## src/rtl/player_motion.sv

```systemverilog
// Per-frame player update: turns button input into a new position and heading, with wall and bounds checks.
// Optional macro COLLISION_EN enables wall checks against the map ROM; without it only the bounds check applies.
module player_motion #(
    parameter int MAP_W         = 16,
    parameter int MAP_H         = 16,
    parameter int MAP_AW        = 8,
    parameter int CELL_SHIFT    = 4,
    parameter int MOVE_STEP     = 4,
    parameter int START_X       = 40,
    parameter int START_Y       = 40,
    parameter int START_HEADING = 0
) (
    input  logic                     clock50Mhz,
    input  logic                     reset,
    input  logic                     clock60hz,
    input  logic                     btn_fwd,
    input  logic                     btn_back,
    input  logic                     btn_left,
    input  logic                     btn_right,
    input  logic                     map_wall,
    output logic [MAP_AW-1:0]        map_addr,
    output logic signed [12:0]       playerX,
    output logic signed [12:0]       playerY,
    output logic signed [9:0]        angle_X,
    output logic signed [9:0]        angle_Y,
    output logic                     update_valid
);

    typedef enum logic [2:0] {
        S_IDLE, S_TURN, S_CALC, S_CHKX, S_WAITX, S_CHKY, S_WAITY, S_DONE
    } state_t;

    localparam logic signed [12:0] X_LIM  = 13'(MAP_W << CELL_SHIFT);
    localparam logic signed [12:0] Y_LIM  = 13'(MAP_H << CELL_SHIFT);
    localparam logic signed [12:0] STEP   = 13'(MOVE_STEP);
    localparam logic signed [12:0] HALF   = 13'sd64;

    // Q1.7 cosine over the first quadrant, index k = 0..16 in 5.625 degree steps
    function automatic logic signed [8:0] quarter(input logic [4:0] k);
        case (k)
            5'd0:    return 9'sd128;
            5'd1:    return 9'sd127;
            5'd2:    return 9'sd126;
            5'd3:    return 9'sd122;
            5'd4:    return 9'sd118;
            5'd5:    return 9'sd113;
            5'd6:    return 9'sd106;
            5'd7:    return 9'sd99;
            5'd8:    return 9'sd91;
            5'd9:    return 9'sd81;
            5'd10:   return 9'sd71;
            5'd11:   return 9'sd60;
            5'd12:   return 9'sd49;
            5'd13:   return 9'sd37;
            5'd14:   return 9'sd25;
            5'd15:   return 9'sd13;
            default: return 9'sd0;
        endcase
    endfunction

    function automatic logic signed [8:0] cos_lut(input logic [5:0] h);
        logic [4:0] m;
        m = {1'b0, h[3:0]};
        case (h[5:4])
            2'd0:    return quarter(m);
            2'd1:    return -quarter(5'd16 - m);
            2'd2:    return -quarter(m);
            default: return quarter(5'd16 - m);
        endcase
    endfunction

    function automatic logic signed [9:0] deg_int(input logic [5:0] h);
        logic [11:0] t;
        t = 12'(h) * 12'd45;
        return 10'(t >> 3);
    endfunction

    function automatic logic signed [9:0] deg_frac(input logic [5:0] h);
        logic [14:0] t;
        t = 15'(h) * 15'd320;
        return {1'b0, t[8:0]};
    endfunction

    state_t state, state_next;
    logic   phase;
    logic   [2:0] sync;
    logic   tick;

    logic do_turn, do_prod, do_delta, do_chkx, do_accx, do_chky, do_accy, do_commit;

    logic [5:0]        heading;
    logic signed [12:0] pos_x, pos_y, prod_x, prod_y, dx, dy;
    logic signed [12:0] cand_x, cand_y, cos_e, sin_e;
    logic signed [8:0]  cos_v, sin_v;
    logic               blk_x, blk_y, oob_x, oob_y, wall_hit;
    logic [5:0]         turn;

    // Sync flops reset high so a level already high at reset release is not taken as an edge
    always_ff @(posedge clock50Mhz) begin
        if (reset) sync <= 3'b111;
        else       sync <= {sync[1:0], clock60hz};
    end
    assign tick = sync[1] & ~sync[2];

    always_ff @(posedge clock50Mhz) begin
        if (reset) begin
            state <= S_IDLE;
            phase <= 1'b0;
        end else begin
            state <= state_next;
            phase <= (state_next == state) ? ~phase : 1'b0;
        end
    end

    // CALC, WAITX and WAITY take two cycles each, fixing the pass at 11 cycles after the tick
    always_comb begin
        state_next = state;
        case (state)
            S_IDLE:  if (tick) state_next = S_TURN;
            S_TURN:  state_next = S_CALC;
            S_CALC:  if (phase) state_next = S_CHKX;
            S_CHKX:  state_next = S_WAITX;
            S_WAITX: if (phase) state_next = S_CHKY;
            S_CHKY:  state_next = S_WAITY;
            S_WAITY: if (phase) state_next = S_DONE;
            S_DONE:  state_next = S_IDLE;
            default: state_next = S_IDLE;
        endcase
    end

    always_comb begin
        do_turn   = 1'b0;
        do_prod   = 1'b0;
        do_delta  = 1'b0;
        do_chkx   = 1'b0;
        do_accx   = 1'b0;
        do_chky   = 1'b0;
        do_accy   = 1'b0;
        do_commit = 1'b0;
        case (state)
            S_TURN:  do_turn   = 1'b1;
            S_CALC:  begin do_prod = ~phase; do_delta = phase; end
            S_CHKX:  do_chkx   = 1'b1;
            S_WAITX: do_accx   = phase;
            S_CHKY:  do_chky   = 1'b1;
            S_WAITY: do_accy   = phase;
            S_DONE:  do_commit = 1'b1;
            default: ;
        endcase
    end

    assign turn  = (btn_right & ~btn_left) ? 6'd1 :
                   (btn_left & ~btn_right) ? 6'h3f : 6'd0;
    assign cos_v = cos_lut(heading);
    assign sin_v = cos_lut(heading - 6'd16);
    assign cos_e = {{4{cos_v[8]}}, cos_v};
    assign sin_e = {{4{sin_v[8]}}, sin_v};

    assign cand_x = pos_x + dx;
    assign cand_y = pos_y + dy;
    assign oob_x  = cand_x[12] || (cand_x >= X_LIM);
    assign oob_y  = cand_y[12] || (cand_y >= Y_LIM);

`ifdef COLLISION_EN
    localparam logic signed [12:0] ROW_W = 13'(MAP_W);
    logic signed [12:0] addr_x_full, addr_y_full;

    // X probe uses the old row; Y probe uses the already-settled X column
    assign addr_x_full = (pos_y >>> CELL_SHIFT) * ROW_W + (cand_x >>> CELL_SHIFT);
    assign addr_y_full = (cand_y >>> CELL_SHIFT) * ROW_W + (pos_x >>> CELL_SHIFT);
    assign wall_hit    = map_wall;

    always_ff @(posedge clock50Mhz) begin
        if (reset)                 map_addr <= '0;
        else if (do_chkx && !oob_x) map_addr <= MAP_AW'(addr_x_full);
        else if (do_chky && !oob_y) map_addr <= MAP_AW'(addr_y_full);
    end
`else
    logic unused_map_wall;
    assign unused_map_wall = map_wall;
    assign wall_hit        = 1'b0;
    assign map_addr        = '0;
`endif

    always_ff @(posedge clock50Mhz) begin
        if (reset) begin
            heading      <= 6'(START_HEADING);
            pos_x        <= 13'(START_X);
            pos_y        <= 13'(START_Y);
            prod_x       <= '0;
            prod_y       <= '0;
            dx           <= '0;
            dy           <= '0;
            blk_x        <= 1'b0;
            blk_y        <= 1'b0;
            playerX      <= 13'(START_X);
            playerY      <= 13'(START_Y);
            angle_X      <= deg_int(6'(START_HEADING));
            angle_Y      <= deg_frac(6'(START_HEADING));
            update_valid <= 1'b0;
        end else begin
            update_valid <= do_commit;
            if (do_turn) heading <= heading + turn;
            if (do_prod) begin
                if (btn_fwd & ~btn_back) begin
                    prod_x <= cos_e * STEP;
                    prod_y <= sin_e * STEP;
                end else if (btn_back & ~btn_fwd) begin
                    prod_x <= -(cos_e * STEP);
                    prod_y <= -(sin_e * STEP);
                end else begin
                    prod_x <= '0;
                    prod_y <= '0;
                end
            end
            if (do_delta) begin
                dx <= (prod_x + HALF) >>> 7;
                dy <= (prod_y + HALF) >>> 7;
            end
            if (do_chkx) blk_x <= oob_x;
            if (do_accx && !blk_x && !wall_hit) pos_x <= cand_x;
            if (do_chky) blk_y <= oob_y;
            if (do_accy && !blk_y && !wall_hit) pos_y <= cand_y;
            if (do_commit) begin
                playerX <= pos_x;
                playerY <= pos_y;
                angle_X <= deg_int(heading);
                angle_Y <= deg_frac(heading);
            end
        end
    end

endmodule

```

## config.mk

```make
export PLATFORM = sky130hd
export DESIGN_NAME = player_motion
export DESIGN_NICKNAME = d
export VERILOG_FILES = /design/src/rtl/player_motion.sv
export SDC_FILE = /design/constraint.sdc
export NUM_CORES = 1
export LEC_CHECK = 0
export CAP_MARGIN = 20
export CORE_ASPECT_RATIO = 1.1
export CORE_MARGIN = 3
export CORE_UTILIZATION = 62
export CTS_CLUSTER_DIAMETER = 40
export CTS_CLUSTER_SIZE = 25
export DETAILED_ROUTE_END_ITERATION = 7
export PLACE_DENSITY = 0.9
export SYNTH_ARGS = -nofsm -noshare
export SYNTH_HDL_FRONTEND = slang
export SYNTH_SLANG_ARGS = --single-unit
export TNS_END_PERCENT = 50
```

## constraint.sdc

```tcl
create_clock -name clock50Mhz -period 7.7 [get_ports clock50Mhz]
set_clock_uncertainty 0.15 [all_clocks]
set_input_delay 1.54 -clock clock50Mhz [delete_from_list [all_inputs] [get_ports clock50Mhz]]
set_output_delay 1.54 -clock clock50Mhz [all_outputs]
set_load 0.005 [all_outputs]
```

==> results of run 1 <==
## cells in the mapped netlist (4+ instances only)
master,count
a211o_1,5
o211ai_1,4
nor3_1,24
dfxtp_1,114
inv_1,47
ha_1,75
o21a_1,9
nand2b_1,14
nand2_1,76
and3_1,5
buf_4,20
a211oi_1,20
nor2_1,86
a41oi_1,5
o22a_1,4
fa_1,9
o21ai_0,37
o21bai_1,7
nand3_1,17
or2_2,6
nor3b_1,5
a31oi_1,8
nor2b_1,19
xnor2_1,35
a22o_1,26
mux2i_1,14
xor2_1,21
clkbuf_1,32
clkbuf_8,4
a21o_1,12
nor4_1,13
or3_1,5
a21oi_1,62
## cell type report
type	count	area, sq um
repair buffers	57	533
well taps	157	196
clock buffers	19	443
multi-input cells	734	5330
flip-flops and latches	114	2280
inverters	51	191
clock inverters	13	135
fillers	875	3590
## cells in the final DEF, fill, tap and decap left out, drive strengths merged, types with 5 or more instances in the layout
master / count
nand2: 76
o21ai: 43
mux2i: 15
o21a: 9
clkbuf: 19
ha: 75
a21o: 12
a21oi: 63
and3: 6
xor2: 21
nor3: 25
inv: 49
a22o: 26
a41oi: 7
conb: 16
o31ai: 5
nor2: 88
fa: 9
nor3b: 6
nor4: 14
a211oi: 23
a31oi: 8
dfxtp: 114
o21bai: 7
buf: 13
clkdlybuf4s50: 44
or2: 8
nor2b: 19
or3: 6
a211o: 6
nand3: 17
nand2b: 14
clkinv: 11
xnor2: 35
## path summary, 6_finish.rpt
check	to	depth (start not counted)	slack, ns
worst max-delay path	prod_x[9]	15	2.75
worst min-delay path	sync[1]	1	0.29
worst max register to register	prod_x[9]	15	2.75
worst min register to register	sync[1]	1	0.29
## power by group through the flow
stage	Sequential, uW	Clock (uW)	Combinational [uW]
2_1_floorplan	615	0	119
3_3_place_gp	617	0	133
3_5_place_dp	617	0	137
4_1_cts	605	779	139
5_1_grt	606	805	156
6_report	605	777	141
## registers in the layout, indices dropped and copies added, names as in the netlist, 3 cells and up, named ones only
name,cells
playerX,13
playerY,13
pos_x,13
pos_y,13
angle_X,9
prod_x,7
prod_y,7
dx,6
dy,6
heading,6
angle_Y,3
state,3
sync,3
## per-stage QoR
| stage | utilization (%) | std cells |
|---|---|---|
| 5_1_grt | 71.7 | 1145 |
| 6_report | 71.7 | 1145 |
| 3_5_place_dp | 67.2 | 1112 |
| 4_1_cts | 71.7 | 1144 |
| 2_1_floorplan | - | 965 |
| 3_3_place_gp | 67.2 | 1112 |
## logic make-up after synthesis
group | Yosys count | share of synthesized area, %
and+or+nand+nor | 299 | 18.3
buffers and inverters | 117 | 7.19
DFF | 114 | 28.1
AOI/OAI and AO/OA | 259 | 23.6
other | 1 | 0.0462
muxes | 20 | 2.97
adders and majority gates | 84 | 13.8
xor gates and xnor gates | 56 | 6.04
## per-layer routing
layer / up-vias / part of all wire, % / routed length [microns]
li1: 3445 / - / -
met2: 304 / 49 / 9240
met5: - / 0 / 0
met4: 0 / 3.8 / 715
met3: 65 / 5.8 / 1100
met1: 3399 / 42 / 7930
==> flow_metrics.tcl, run 1 <==
set metrics [dict create \
    synth.distinct_cells 97 \
    portBuffers 45 \
    vdd.ir_drop.worst_mv 0.148 \
    swShare_pct 25.5 \
    grt_first_pass_wirelength_mm 31.9 \
    seq_area_frac_synth_pct 28.1 \
    start_util_pct 64.0 \
    synth_area_sq_um 8120 \
    grtUsageMet1_pct 33.0 \
    globalplace.congestion 0.890 \
    clk_latency_ns 0.42 \
    hold_buffers 0 \
    die_h_microns 126 \
    cpPeakStageDelay_ns 0.57 \
    path_buf_inv 3 \
    place_ws_ns 2.88 \
    leakage_uw 0.00373 \
    synth_edf_count 0 \
    critical_path_class "reg2reg" \
    finalSetupViolations 0 \
    ys_async_sr_fraction_pct 0 \
    crit_required_ns 7.82 \
    drive_gt1_share_pct 9.62 \
    cts_setup_buffers 0 \
    htreeDepth 4 \
    fmax_mhz 202 \
    antenna_found_initial 0 \
    rsz0062_at_grt "false" \
    drt_first_pass_iters 8 \
    place_area_sq_um 8530 \
    ctsResizeCount 0 \
    nets 1067 \
    synth_area_leaders "dfxtp_1 (28%), ha_1 (12%), nor2_1 (4.0%), a21oi_1 (3.8%), xnor2_1 (3.8%)" \
    clockBufferDepth 2 \
    ant_nets 0 \
    crit_start "heading[0]" \
    p_int_uw 1130 \
    period_minus_slack_ns 4.95 \
    ys_warn_count 0 \
    maxCapViolations 0 \
    num_rows 43 \
    cpMaxStageDelayCell "ha_1" \
    cp_common_cell "ha_1" \
    die_area_sq_um 14500 \
    tns_ns 0 \
    num_antenna_cells 0 \
    worst_setup_path_end_kind "flip-flop" \
    final_hold_viol_count 0 \
    critical_path_arrival_ns 5.07 \
    synth_top_area_share_pct 28.1 \
    wl_mm 19.0 \
    p_clk_share_pct 51.0 \
    cts_buffers 17 \
    switchingPower_uw 388 \
    syn_avg_cell_area_sq_um 8.55 \
    grt_max_degree 74 \
    fp.coreArea_sq_um 12700 \
    power-per-cell-area_nw_per_um2 167 \
    globalRoute.busiestLayer "met2" \
    start_kind "flip-flop" \
    ys.flop_type "dfxtp_1" \
    fp.dieW_microns 115 \
    hp-class "reg2reg" \
    post-route-period-util_pct 64.3 \
    tritoncts "yes" \
    p_comb_share_pct 9.3 \
    fin_total_pwr_uw 1520 \
    pin_count 63 \
    tightest_slew_ns 0.878 \
    drt_iter0_drc 729 \
    grt_overflow_total 0 \
    grt_pass1_vias 6860 \
    route.detailed.drc 0 \
    setup_ws_ns 2.75 \
    crit_chain "buf_4 > inv_1 > ha_1 > ha_1 > mux2_2 > o21ai_1 > ha_1 > inv_1 > a211oi_4 > o32ai_2 > a311oi_4 > nand4_4 > xor2_1 > a221oi_1 > nor3_1" \
    holdWs_ns 0.290 \
    min_from "sync[0]" \
    fin_area_sq_um 9110 \
    grt_util_met2_pct 44.1 \
    num_vias 7213 \
    synth_seq_cells 114 \
    final_max_slew_viol_count 0 \
    seqPwrFrac_pct 39.7 \
    wl_per_cell_microns 16.6 \
    path_delay_family "compound AO/OA/AOI/OAI gates" \
    syn-instance-count 950 \
    r2r_start "heading[0]" \
    status "finished clean" \
    area_growth_syn_to_layout_pct 12.2 \
    clkTransAtPathRegs_ns 0.06 \
    relSlewSlack_pct 41.4 \
    dpl.hpwl_mm 12.6 \
    synth_top_area_cell "dfxtp_1" \
    grt_use_total_pct 26.7 \
    root_buffer "clkbuf_16" \
    crit_fanout 28 \
    avgViaCountPerCell 6.30 \
    numClockSinks 114 \
    use_met3_pct 5.57 \
]
No activity file was read; power rests on OpenSTA's default activity.
==> run 2, diff against run 1 <==
--- a/config.mk
+++ b/config.mk
@@ -8,11 +8,11 @@
 export CAP_MARGIN = 20
 export CORE_ASPECT_RATIO = 1.1
 export CORE_MARGIN = 3
-export CORE_UTILIZATION = 62
+export CORE_UTILIZATION = 54
 export CTS_CLUSTER_DIAMETER = 40
 export CTS_CLUSTER_SIZE = 25
 export DETAILED_ROUTE_END_ITERATION = 7
-export PLACE_DENSITY = 0.9
+export PLACE_DENSITY = 0.84
 export SYNTH_ARGS = -nofsm -noshare
 export SYNTH_HDL_FRONTEND = slang
 export SYNTH_SLANG_ARGS = --single-unit
==> constraint.sdc (replaced) <==
create_clock -name clock50Mhz -period 4.25 [get_ports clock50Mhz]
set_clock_uncertainty 0.15 [all_clocks]
set_input_delay 0.85 -clock clock50Mhz [delete_from_list [all_inputs] [get_ports clock50Mhz]]
set_output_delay 0.85 -clock clock50Mhz [all_outputs]
set_load 0.005 [all_outputs]
==> flow_metrics.tcl, run 2 (same netlist as run 1, synthesis figures left out) <==
set metrics [dict create \
    globalplace.congestion 0.957 \
    grt_pass1_vias 6484 \
    start_kind "flip-flop" \
    critical_path_class "reg2reg" \
    rsz0062_at_grt "false" \
    pin_count 63 \
    cpMaxStageDelayCell "or4_1" \
    antenna_found_initial 0 \
    fp.coreArea_sq_um 14600 \
    grt_overflow_total 0 \
    clk_latency_ns 0.43 \
    clkTransAtPathRegs_ns 0.05 \
    dpl.hpwl_mm 12.8 \
    drive_gt1_share_pct 10.8 \
    post-route-period-util_pct 93.2 \
    die_area_sq_um 16600 \
    avgViaCountPerCell 5.83 \
    fillers 1194 \
    mostFrequentLayoutCell "dfxtp_1" \
    grt_first_pass_wirelength_mm 30.3 \
    setup_ws_ns 0.288 \
    hp-class "reg2reg" \
    tns_ns 0 \
    ant_nets 0 \
    place_ws_ns 0.384 \
    cpPeakStageDelay_ns 0.50 \
    root_buffer "clkbuf_16" \
    worst_setup_path_end_kind "flip-flop" \
    relSlewSlack_pct 48.1 \
    crit_chain "inv_2 > ha_1 > buf_4 > nor3b_2 > a2111oi_2 > a21oi_1 > ha_1 > inv_1 > a211oi_4 > o32ai_2 > a311oi_4 > nand4_4 > or4_1 > nand3_1" \
    drt_iter0_drc 579 \
    fin_area_sq_um 9300 \
    nets 1079 \
    maxCapViolations 0 \
    grt_use_total_pct 22.6 \
    ctsResizeCount 0 \
    tritoncts "yes" \
    status "finished clean" \
    portBuffers 45 \
    htreeDepth 4 \
    place_area_sq_um 8660 \
    leakage_uw 0.00380 \
    critical_path_arrival_ns 4.17 \
    crit_required_ns 4.46 \
    route.detailed.drc 0 \
    cp_common_cell "ha_1" \
    num_antenna_cells 0 \
    final_hold_viol_count 0 \
    period_minus_slack_ns 3.96 \
    start_util_pct 55.8 \
    die_h_microns 135 \
    cts_setup_buffers 0 \
    min_from "sync[1]" \
    crit_start "heading[1]" \
    fp.dieW_microns 123 \
    area_growth_syn_to_layout_pct 14.5 \
    regArea_sq_um 2280 \
    cts_buffers 17 \
    tightest_slew_ns 0.774 \
    fin_util_pct 63.9 \
    num_rows 46 \
    wl_mm 18.2 \
    crit_fanout 10 \
    power-per-cell-area_nw_per_um2 308 \
    finalSetupViolations 0 \
    vdd.ir_drop.worst_mv 0.306 \
    hold_buffers 0 \
    r2r_start "heading[1]" \
    wl_per_cell_microns 15.2 \
    num_vias 6949 \
    final_max_slew_viol_count 0 \
    numClockSinks 114 \
    grt_max_degree 75 \
    fmax_mhz 252 \
    clockBufferDepth 2 \
    mostFrequentLayoutCells "dfxtp_1 (113), nor2_1 (86), nand2_1 (76)" \
    multi_input_area_sq_um 5330 \
    drt_first_pass_iters 5 \
]
run 2: per-stage QoR:
step / power [uW] / hold WS [ns] / cells
finish: 2860 / 0.287 / 1192
global route: 2950 / 0.308 / 1192
floorplan: 1330 / 0.239 / 965
CTS: 2870 / 0.290 / 1191
detailed placement: 1370 / 0.272 / 1159
global placement: 1360 / 0.273 / 1159
run 2: area by class of cell:
class / instances / area share [%]
multi-input combinational: 734 / 57.3
sequential: 114 / 24.5
timing repair buffer: 69 / 6.73
clock buffer: 22 / 5.21
tap: 192 / 2.58
inverter: 51 / 2.06
clock inverter: 10 / 1.59
run 2: per-layer routing:
metal,up-vias,routed length [microns],track usage [%]
met2,224,8820,38.0
li1,3462,-,-
met1,3224,7930,28.3
met4,0,477,9.52
met3,39,949,4.32
met5,-,0,0
run 2: final timing paths:
check                to  slack (ns)  cells past startpoint
max          prod_x[10]        0.29                     14
min             sync[2]        0.29                      1
min reg2reg     sync[2]        0.29                      1
max reg2reg  prod_x[10]        0.29                     14
run 2: critical path: cells and delay by family, from the launching register on:
kind / cells / cell delay [ns]
simple gates: 4 / 1.22
flops: 1 / 0.31
buf+inv: 3 / 0.46
compound gates: 5 / 1.31
fa+ha+maj: 2 / 0.44
run 2: report_power, final:
group,leakage [uW],switching (uW),internal [uW]
clock network,0.000300,521,988
registers,0.000921,13.5,1080
logic,0.00258,154,103
==> run 3, diff against run 2 <==
--- a/config.mk
+++ b/config.mk
@@ -6,7 +6,7 @@
 export NUM_CORES = 1
 export LEC_CHECK = 0
 export CAP_MARGIN = 20
-export CORE_ASPECT_RATIO = 1.1
+export CORE_ASPECT_RATIO = 0.75
 export CORE_MARGIN = 3
 export CORE_UTILIZATION = 54
 export CTS_CLUSTER_DIAMETER = 40
==> flow_metrics.tcl, run 3 (same netlist as run 1, synthesis figures left out) <==
set metrics [dict create \
    globalplace.congestion 0.943 \
    fin_total_pwr_uw 2860 \
    num_rows 38 \
    critical_path_arrival_ns 4.16 \
    num_antenna_cells 0 \
    clk_latency_ns 0.41 \
    dp_cells 1169 \
    final_hold_viol_count 0 \
    cts_buffers 17 \
    relSlewSlack_pct 49.6 \
    hold_buffers 0 \
    regArea_sq_um 2280 \
    ant_nets 0 \
    tritoncts "yes" \
    start_kind "flip-flop" \
    path_delay_family "compound AO/OA/AOI/OAI gates" \
    dpl.hpwl_mm 13.7 \
    die_area_sq_um 16600 \
    route.detailed.drc 0 \
    period_minus_slack_ns 4.00 \
    path_buf_inv 2 \
    crit_chain "inv_1 > ha_1 > ha_1 > a2111oi_2 > a21oi_1 > ha_1 > inv_1 > a221o_1 > a41oi_1 > a211o_1 > nor2_2 > nand3_1 > and3_1 > o21a_1" \
    leakage_uw 0.00381 \
    portBuffers 45 \
    nets 1081 \
    crit_required_ns 4.40 \
    final_max_slew_viol_count 0 \
    numClockSinks 114 \
    area_growth_syn_to_layout_pct 14.6 \
    cp_common_cell "ha_1" \
    cts_setup_buffers 0 \
    fp.dieW_microns 148 \
    start_util_pct 55.6 \
    avgViaCountPerCell 5.96 \
    fp.coreArea_sq_um 14600 \
    grt_pass1_vias 6645 \
    post-route-period-util_pct 94.2 \
    drt_first_pass_iters 5 \
    cpPeakStageDelay_ns 0.61 \
    vdd.ir_drop.worst_mv 0.206 \
    pin_count 63 \
    htreeDepth 4 \
    clkTransAtPathRegs_ns 0.06 \
    grt_use_total_pct 23.7 \
    multi_input_area_sq_um 5330 \
    stdcell_count 1201 \
    maxCapViolations 0 \
    wl_per_cell_microns 16.1 \
    tns_ns 0 \
    drt_iter0_drc 614 \
    worst_setup_path_end_kind "flip-flop" \
    crit_fanout 12 \
    cpMaxStageDelayCell "a2111oi_2" \
    root_buffer "clkbuf_16" \
    fin_util_pct 63.8 \
    drive_gt1_share_pct 10.7 \
    mostFrequentLayoutCell "dfxtp_1" \
    fmax_mhz 250 \
    die_h_microns 112 \
    power-per-cell-area_nw_per_um2 307 \
    hp-class "reg2reg" \
    clockBufferDepth 2 \
    r2r_slack_ns 0.25 \
    finalSetupViolations 0 \
    antenna_found_initial 0 \
    grt_first_pass_wirelength_mm 32.7 \
    ctsResizeCount 0 \
    num_vias 7153 \
    wl_mm 19.3 \
    status "finished clean" \
    grt_max_degree 62 \
    critical_path_class "reg2reg" \
    mostFrequentLayoutCells "dfxtp_1 (113), nor2_1 (86), nand2_1 (76)" \
    holdWs_ns 0.288 \
    tightest_slew_ns 0.736 \
    grt_overflow_total 0 \
    rsz0062_at_grt "false" \
    fillers 1153 \
]
## run 3: changes by cell type in the layout (fill, tap and decap cells not counted), sizes merged
cell,previous run,this run
bufinv,3,4
clkbuf,23,22
clkinv,5,7
clkinvlp,3,1
buf,24,27
inv,50,48
## run 3: area by class of cell
| cell class | instances | share of cell area (%) |
|---|---|---|
| Multi-Input combinational cell | 734 | 57.2 |
| Tap cell | 200 | 2.69 |
| Clock buffer | 22 | 4.99 |
| Clock inverter | 9 | 1.67 |
| Sequential cell | 114 | 24.5 |
| Timing Repair Buffer | 71 | 6.85 |
| Inverter | 51 | 2.06 |
## run 3: path summary, 6_finish.rpt
| path | start | to | cells past startpoint |
|---|---|---|---|
| hold / removal | sync[1] | sync[2] | 1 |
| setup / recovery | heading[0] | prod_y[11] | 14 |
| setup reg to reg | heading[0] | prod_y[11] | 14 |
| hold reg to reg | sync[1] | sync[2] | 1 |
## run 3: where the power goes
group	switching (uW)	leakage, uW	internal [uW]
logic	160	0.00259	103
clock network	488	0.000300	1010
registers	13.6	0.000921	1080
total	662	0.00381	2190
## run 3: stage by stage
stage | area (sq um) | worst slack (ns)
5_1_grt | 9310 | 0.0187
2_1_floorplan | 8180 | 0.0536
3_3_place_gp | 8690 | 0.423
6_report | 9310 | 0.246
4_1_cts | 9310 | 0.305
3_5_place_dp | 8690 | 0.358
## run 3: metal layers
layer  track usage, %  share of wire, %  vias to the layer above
li1                 -                 -                     3473
met1             34.9                47                     3383
met2             36.7                45                      272
met3             2.99               6.4                       25
met4             6.83               1.2                        0
met5                0                 0                        -
